`src/rtl/mem_arb_pkg.sv`:
```
// Shared types and sizing helpers for the instruction/data memory port arbiter.
package mem_arb_pkg;

  typedef enum logic [1:0] {IDLE, WAIT_IF, WAIT_D} arb_state_t;
  typedef enum logic [1:0] {GNT_NONE, GNT_IF, GNT_D} grant_t;

  localparam int MEM_LAT_DEFAULT = 2;

  // Counter must hold MEM_LAT-1 without wrapping.
  function automatic int cnt_width(input int lat);
    return $clog2(lat + 1);
  endfunction

  localparam int CNT_W_DEFAULT = cnt_width(MEM_LAT_DEFAULT);

endpackage

```
`src/rtl/mem_port_arbiter_lat_counter.sv`:
```
// Access latency down-counter: loads at issue, counts down while busy, flags zero.
module mem_lat_counter
  import mem_arb_pkg::*;
#(
  parameter int W = CNT_W_DEFAULT
) (
  input  logic         clk,
  input  logic         reset,
  input  logic         load,
  input  logic [W-1:0] load_val,
  input  logic         dec,
  output logic         zero
);

  logic [W-1:0] count;

  always_ff @(posedge clk or posedge reset) begin
    if (reset) begin
      count <= '0;
    end else if (load) begin
      count <= load_val;
    end else if (dec && (count != '0)) begin
      count <= count - W'(1);
    end
  end

  assign zero = (count == '0);

endmodule

```
`src/rtl/mem_port_arbiter.sv`:
```
// Shares one fixed-latency single-port memory between instruction fetch and
// the load/store stage; data has fixed priority, one access in flight at a time.
//
// state   | meaning
// IDLE    | port free; requests sampled here, issue unless halted
// WAIT_IF | fetch access in flight, waiting for the latency to expire
// WAIT_D  | load/store access in flight, waiting for the latency to expire
module mem_port_arbiter
  import mem_arb_pkg::*;
#(
  parameter int XLEN    = 32,
  parameter int MEM_LAT = MEM_LAT_DEFAULT
) (
  input  logic            clk,
  input  logic            reset,
  input  logic            halt,
  input  logic            if_req,
  input  logic [XLEN-1:0] if_addr,
  output logic            if_ready,
  output logic [XLEN-1:0] if_rdata,
  input  logic            d_req,
  input  logic            d_we,
  input  logic [XLEN-1:0] d_addr,
  input  logic [XLEN-1:0] d_wdata,
  output logic            d_ready,
  output logic [XLEN-1:0] d_rdata,
  output logic            mem_en,
  output logic            mem_we,
  output logic [XLEN-1:0] mem_addr,
  output logic [XLEN-1:0] mem_wdata,
  input  logic [XLEN-1:0] mem_rdata,
  output logic            busy
);

  localparam int CNT_W = cnt_width(MEM_LAT);

  arb_state_t state_q, state_d;
  grant_t     grant;
  logic       done_if, done_d;
  logic       cnt_zero;

  always_ff @(posedge clk or posedge reset) begin
    if (reset) begin
      state_q <= IDLE;
    end else begin
      state_q <= state_d;
    end
  end

  always_comb begin
    state_d = state_q;
    grant   = GNT_NONE;
    done_if = 1'b0;
    done_d  = 1'b0;
    case (state_q)
      IDLE: begin
        // Data belongs to an older instruction, so it always wins.
        if (!halt) begin
          if (d_req) begin
            grant   = GNT_D;
            state_d = WAIT_D;
          end else if (if_req) begin
            grant   = GNT_IF;
            state_d = WAIT_IF;
          end
        end
      end
      WAIT_IF: begin
        if (cnt_zero) begin
          done_if = 1'b1;
          state_d = IDLE;
        end
      end
      WAIT_D: begin
        if (cnt_zero) begin
          done_d  = 1'b1;
          state_d = IDLE;
        end
      end
      default: state_d = IDLE;
    endcase
  end

  assign busy = (state_q != IDLE);

  mem_lat_counter #(.W(CNT_W)) u_lat_cnt (
    .clk      (clk),
    .reset    (reset),
    .load     (grant != GNT_NONE),
    .load_val (CNT_W'(MEM_LAT - 1)),
    .dec      (busy),
    .zero     (cnt_zero)
  );

  // Holding registers keep the memory command stable for the whole access.
  always_ff @(posedge clk or posedge reset) begin
    if (reset) begin
      mem_en    <= 1'b0;
      mem_we    <= 1'b0;
      mem_addr  <= '0;
      mem_wdata <= '0;
      if_ready  <= 1'b0;
      if_rdata  <= '0;
      d_ready   <= 1'b0;
      d_rdata   <= '0;
    end else begin
      mem_en   <= (grant != GNT_NONE);
      if_ready <= done_if;
      d_ready  <= done_d;
      if (grant == GNT_D) begin
        mem_addr  <= d_addr;
        mem_we    <= d_we;
        mem_wdata <= d_wdata;
      end else if (grant == GNT_IF) begin
        mem_addr  <= if_addr;
        mem_we    <= 1'b0;
        mem_wdata <= '0;
      end
      if (done_if) begin
        if_rdata <= mem_rdata;
      end
      if (done_d && !mem_we) begin
        d_rdata <= mem_rdata;
      end
    end
  end

endmodule

```
`config.mk`:
```
export PLATFORM = sky130hd
export DESIGN_NAME = mem_port_arbiter
export DESIGN_NICKNAME = d
export VERILOG_FILES = /design/src/rtl/mem_arb_pkg.sv /design/src/rtl/mem_port_arbiter_lat_counter.sv /design/src/rtl/mem_port_arbiter.sv
export SDC_FILE = /design/constraint.sdc
export NUM_CORES = 1
export LEC_CHECK = 0
export BUFFER_PORTS_ARGS = -buffer_cell sky130_fd_sc_hd__buf_2
export CAP_MARGIN = 10
export CORE_UTILIZATION = 40
export CTS_CLUSTER_SIZE = 24
export DETAILED_ROUTE_END_ITERATION = 6
export MAX_ROUTING_LAYER = met4
export PLACE_DENSITY = 0.78
export REMOVE_ABC_BUFFERS = 1
export SETUP_SLACK_MARGIN = 0.4
export SLEW_MARGIN = 20
export SYNTH_ARGS = -nofsm -noshare
export SYNTH_HDL_FRONTEND = slang
export SYNTH_SLANG_ARGS = --single-unit
```
`constraint.sdc`:
```
create_clock -name clk -period 5.3 [get_ports clk]
set_input_delay 1.59 -clock clk [delete_from_list [all_inputs] [get_ports clk]]
set_output_delay 1.59 -clock clk [all_outputs]
set_load 0.1 [all_outputs]
```
==> flow_summary.ini, run 1 <==
[floorplanning]
coreArea_mm2 = 0.0139
die_area_mm2 = 0.0147
die_y_um = 121
rows = 43
start_util_pct = 41.0
die_w_um = 121
ios = 267

[critical_path]
worstPathCellList = inv_1 -> ha_1 -> inv_1 -> buf_2
crit_family = buffers and inverters
crit_top_cell = inv_1
timing.rr.start = state_q[0]
criticalPathCategory = flip-flop to output port
cpMaxStageDelayCell = buf_2
required_ns = 3.71
worstPathMaxFanout = 5
cp_num_buf_inv = 3
setup.worst_path.start = state_q[0]
cpPeakStageDelay_ns = 0.42
crit_arrival_ns = 1.63
cp-start-kind = flip-flop
end_kind = output port

[clocking]
root_buffer = clkbuf_16
cts_setup_buffers = 0
cts_buffers = 17
cts_htree_levels = 4
clkTransAtPathRegs_ns = 0.06
clockBufferDepth = 2
tritoncts = done
cts_resized = 0
clock_latency_ns = 0.42
cts_hold_buf = 0
cts_sinks = 136

[sta]
hold_viol = 0
holdWs_ns = 0.499
finalSetupTns_ns = 0
maxSlewHeadroom_pct = 33.2
clock-skew-final_ns = 0.00719
rsz0062_at_grt = false
min_period_over_period_pct = 60.7
worstMarginPinSlew_ns = 1.00
setup_viol = 0
fmax_ghz = 0.311
period_needed_ns = 3.22
slew_viol_final = 0

[run]
maxCapViolations = 0

[yosys]
syn_avg_cell_area_um2 = 12.4
ys_warn_count = 0
synth_cell_type_count = 26
ys_ff_latch = 136
synthCells = 459
syn_area_mm2 = 0.00569
yosysSeqAreaShare_pct = 59.8

[placement]
dp_hpwl_mm = 9.34
port_buffers = 266
place_congestion = 0.745

[grt]
grt_pass1_vias = 4291
grt_max_degree = 131
antenna_found_initial = 0
gr-total-overflow = 0
grt_usage_pct = 19.4
grt_pass1_wl_mm = 21.1

[drt]
ant_nets = 0
first_pass_iters = 4
wl_per_cell_um = 15.0
drtIter0Drc = 171
viasPerCell = 4.73
drt-total-wl_mm = 13.7
route.detailed.drc = 0
vias = 4320

[hold_path]
hold_start = if_rdata[7]
hp-class = flip-flop to flip-flop

[final_layout]
diodes = 0
drive_gt1_share_pct = 50.3
syn_to_final_growth_pct = 37.3
nets = 863

[status]
status = completed
[synthesized netlist by cell type]
| library cell | count | area (um2) |
|---|---|---|
| o211ai_1 | 2 | 15.0 |
| mux2_4 | 30 | 450 |
| nor2b_1 | 2 | 12.5 |
| mux2_1 | 2 | 22.5 |
| and2_4 | 1 | 8.76 |
| nand2b_1 | 1 | 6.26 |
| ha_1 | 8 | 100 |
| o21ai_0 | 35 | 175 |
| inv_1 | 42 | 158 |
| nand2_4 | 1 | 11.3 |
| buf_6 | 3 | 33.8 |
| o21a_1 | 1 | 7.51 |
| a21oi_1 | 33 | 165 |
| nand2_1 | 3 | 11.3 |
| buf_1 | 3 | 11.3 |
| dfrtp_1 | 136 | 3400 |
| inv_2 | 1 | 3.75 |
| mux2_2 | 32 | 360 |
| nand3b_1 | 1 | 7.51 |
| nor2_1 | 32 | 120 |
| buf_2 | 9 | 45.0 |
| mux2i_1 | 32 | 320 |
| buf_4 | 3 | 22.5 |
| nand3_1 | 35 | 175 |
| clkbuf_1 | 10 | 37.5 |
| o22ai_1 | 1 | 6.26 |
[cell usage in the layout (no fill, tap or decap), drive strengths merged]
cell      Yosys  routed
inv          43      44
a21oi        33      33
o21ai        35      35
nand2b        1       1
clkinvlp      0       4
o21a          1       1
nand3b        1       1
dfrtp       136     136
o211ai        2       2
mux2i        32      32
ha            8       8
buf          18     271
nor2         32      32
nand3        35      35
o22ai         1       1
bufinv        0       4
and2          1       1
nand2         4       4
clkbuf       10      21
clkinv        0       1
mux2         64      64
nor2b         2       2
[logic make-up after synthesis]
logic type / after synthesis / synth area share (%)
adder cells (fa/ha/maj): 8 / 1.76
flip-flops: 136 / 59.8
multiplexers: 96 / 20.3
AO/OA/AOI/OAI: 72 / 6.49
buffers and inverters: 71 / 5.47
AND/OR/NAND/NOR: 76 / 6.20
[metrics by stage]
stage                     area, um2  cells  worst slack [ns]  util, %
after detailed placement       7150    881              1.57     51.5
after global placement         7150    881              1.74     51.5
after CTS                      7780    912              2.00     56.1
after global routing           7810    913              1.96     56.3
after floorplan                5540    431            0.0705        -
final                          7810    913              2.08     56.3
[worst paths after layout]
path                            slack, ns  cells after the start          end
worst max-delay path                 2.08                      4         busy
worst min-delay path                 0.50                      1  if_rdata[7]
worst max register to register       2.72                      8  mem_addr[3]
worst min register to register       0.50                      1  if_rdata[7]
max in group asynchronous            3.10                      3  if_rdata[4]
min in group asynchronous            1.38                      2       mem_we
[area by class of cell]
cell class | instances | area, um2
fillers | 1195 | 6070
flip-flops and latches | 136 | 3400
multi-input cells | 252 | 1990
repair buffers | 271 | 1390
clock buffers | 21 | 470
well taps | 180 | 225
clock inverters | 10 | 168
inverters | 43 | 166
[state kept, by name (all words and copies together), names as in the netlist]
register,count
d_ready,1
d_rdata,32
state_q,2
if_ready,1
mem_we,1
mem_wdata,32
mem_addr,32
if_rdata,32
mem_en,1
u_lat_cnt.count,2
[metal layers]
metal | GRT usage, % | share of wire, % | vias to the layer above
met4 | 8.64 | 2.6 | 0
met5 | - | 0 | -
met3 | 4.65 | 4.3 | 26
met2 | 31.7 | 51 | 157
li1 | - | - | 2077
met1 | 22.8 | 42 | 2060
Power of run 1 is left out: the tool's default activity adds up to more than one toggle a clock period on the data nets, which glitch-free logic cannot reach.
==> inputs of run 2 (changes only) <==
Settings changed: PLACE_DENSITY 0.78 to 0.75.
Clock period 5.3 ns to 3.05 ns, I/O delays scaled along.
==> run 2 against run 1 <==
Critical path depth stayed put. Global-route usage is 0.38 points lower. Count of clock-buffer cells in the layout is 1 lower. Sequential share of layout area is 0.22 points lower. First-iteration DRC count is 8.8% higher. Design area is 0.50% higher. Critical endpoint unchanged.
==> flow_summary.ini, run 2 (synthesized netlist as in run 1, its figures left out) <==
[status]
status = completed

[final_layout]
diodes = 0
mostFrequentLayoutCell = buf_2
nets = 868
final_cell_mix = 266 x buf_2, 136 x dfrtp_1, 41 x inv_1, 35 x nand3_1, 35 x o21ai_0
drive_gt1_share_pct = 50.7
syn_to_final_growth_pct = 38.0

[clocking]
cts_resized = 0
clockBufferDepth = 2
tritoncts = done
clock_latency_ns = 0.41
cts_hold_buf = 0
cts_buffers = 17
root_buffer = clkbuf_16
cts_sinks = 136
cts_setup_buffers = 0
clkTransAtPathRegs_ns = 0.05
cts_htree_levels = 4

[drt]
first_pass_iters = 5
vias = 4298
viasPerCell = 4.68
ant_nets = 0
drtIter0Drc = 186
drt-total-wl_mm = 13.3
wl_per_cell_um = 14.5
route.detailed.drc = 0

[floorplanning]
coreArea_mm2 = 0.0139
ios = 267
die_area_mm2 = 0.0147
start_util_pct = 41.0
rows = 43
die_y_um = 121
die_w_um = 121

[critical_path]
criticalPathCategory = flip-flop to output port
crit_arrival_ns = 1.62
cp-start-kind = flip-flop
worstPathMaxFanout = 5
required_ns = 2.13
end_kind = output port

[run]
maxCapViolations = 0

[grt]
grt_pass1_wl_mm = 20.8
grt_pass1_vias = 4336
gr-total-overflow = 0
antenna_found_initial = 0
grt_usage_pct = 19.0
grt_max_degree = 53

[sta]
clock-skew-final_ns = 0.00658
hold_viol = 0
worstMarginPinSlew_ns = 0.639
period_needed_ns = 2.54
holdWs_ns = 0.495
setup_viol = 0
min_period_over_period_pct = 83.2
maxSlewHeadroom_pct = 57.4
rsz0062_at_grt = false
fmax_ghz = 0.394
slew_viol_final = 0

[hold_path]
hp-class = flip-flop to flip-flop

[placement]
port_buffers = 266
place_congestion = 0.786
dp_hpwl_mm = 9.68
## run 2: cell types whose count changed in the layout (fill, tap and decap cells not counted), moves of 2 or more
cell        previous run  this run
buf_12                 0         3
buf_4                  4         7
clkinvlp_4             4         1
clkbuf_8               3         1
clkinv_2               0         2
clkinv_4               1         3
## run 2: per-layer routing
layer	vias to the layer above	track usage [%]	routed length, um
met4	0	8.33	306
met3	22	4.04	636
met5	-	-	0
met1	2048	22.2	5570
li1	2081	-	-
met2	147	31.7	6770
## run 2: worst max-delay path: stages, from the launching register on
cell	delay [ns]
dfrtp_1	0.39
inv_1	0.08
ha_1	0.26
inv_1	0.06
buf_2	0.42
## run 2: worst paths after layout
kind	from	end	slack (ns)	depth (start not counted)
setup / recovery	state_q[0]	busy	0.51	4
hold / removal	if_rdata[1]	if_rdata[1]	0.49	1
setup reg to reg	state_q[0]	mem_wdata[13]	0.71	8
hold reg to reg	if_rdata[1]	if_rdata[1]	0.49	1
max in group asynchronous	reset	d_rdata[6]	1.82	3
min in group asynchronous	reset	if_rdata[13]	0.53	2
## run 2: cell type report
class | instances | area, um2
tap | 180 | 225
fill | 1241 | 6030
clock buffer | 20 | 447
inverter | 43 | 166
multi-input combinational | 252 | 1990
timing repair buffer | 276 | 1440
clock inverter | 11 | 173
sequential | 136 | 3400
## run 2: per-stage QoR
stage	setup slack, ns	cells	setup TNS [ns]	utilization, %	instance area [um2]
final	0.511	918	0	56.6	7850
after global routing	0.448	918	0	56.6	7850
after CTS	0.495	918	0	56.6	7850
after detailed placement	0.430	887	0	52.1	7230
after global placement	0.342	887	0	52.1	7230
after floorplan	-1.50	431	-245.97	-	5540
Power of run 2 is left out for the same reason.
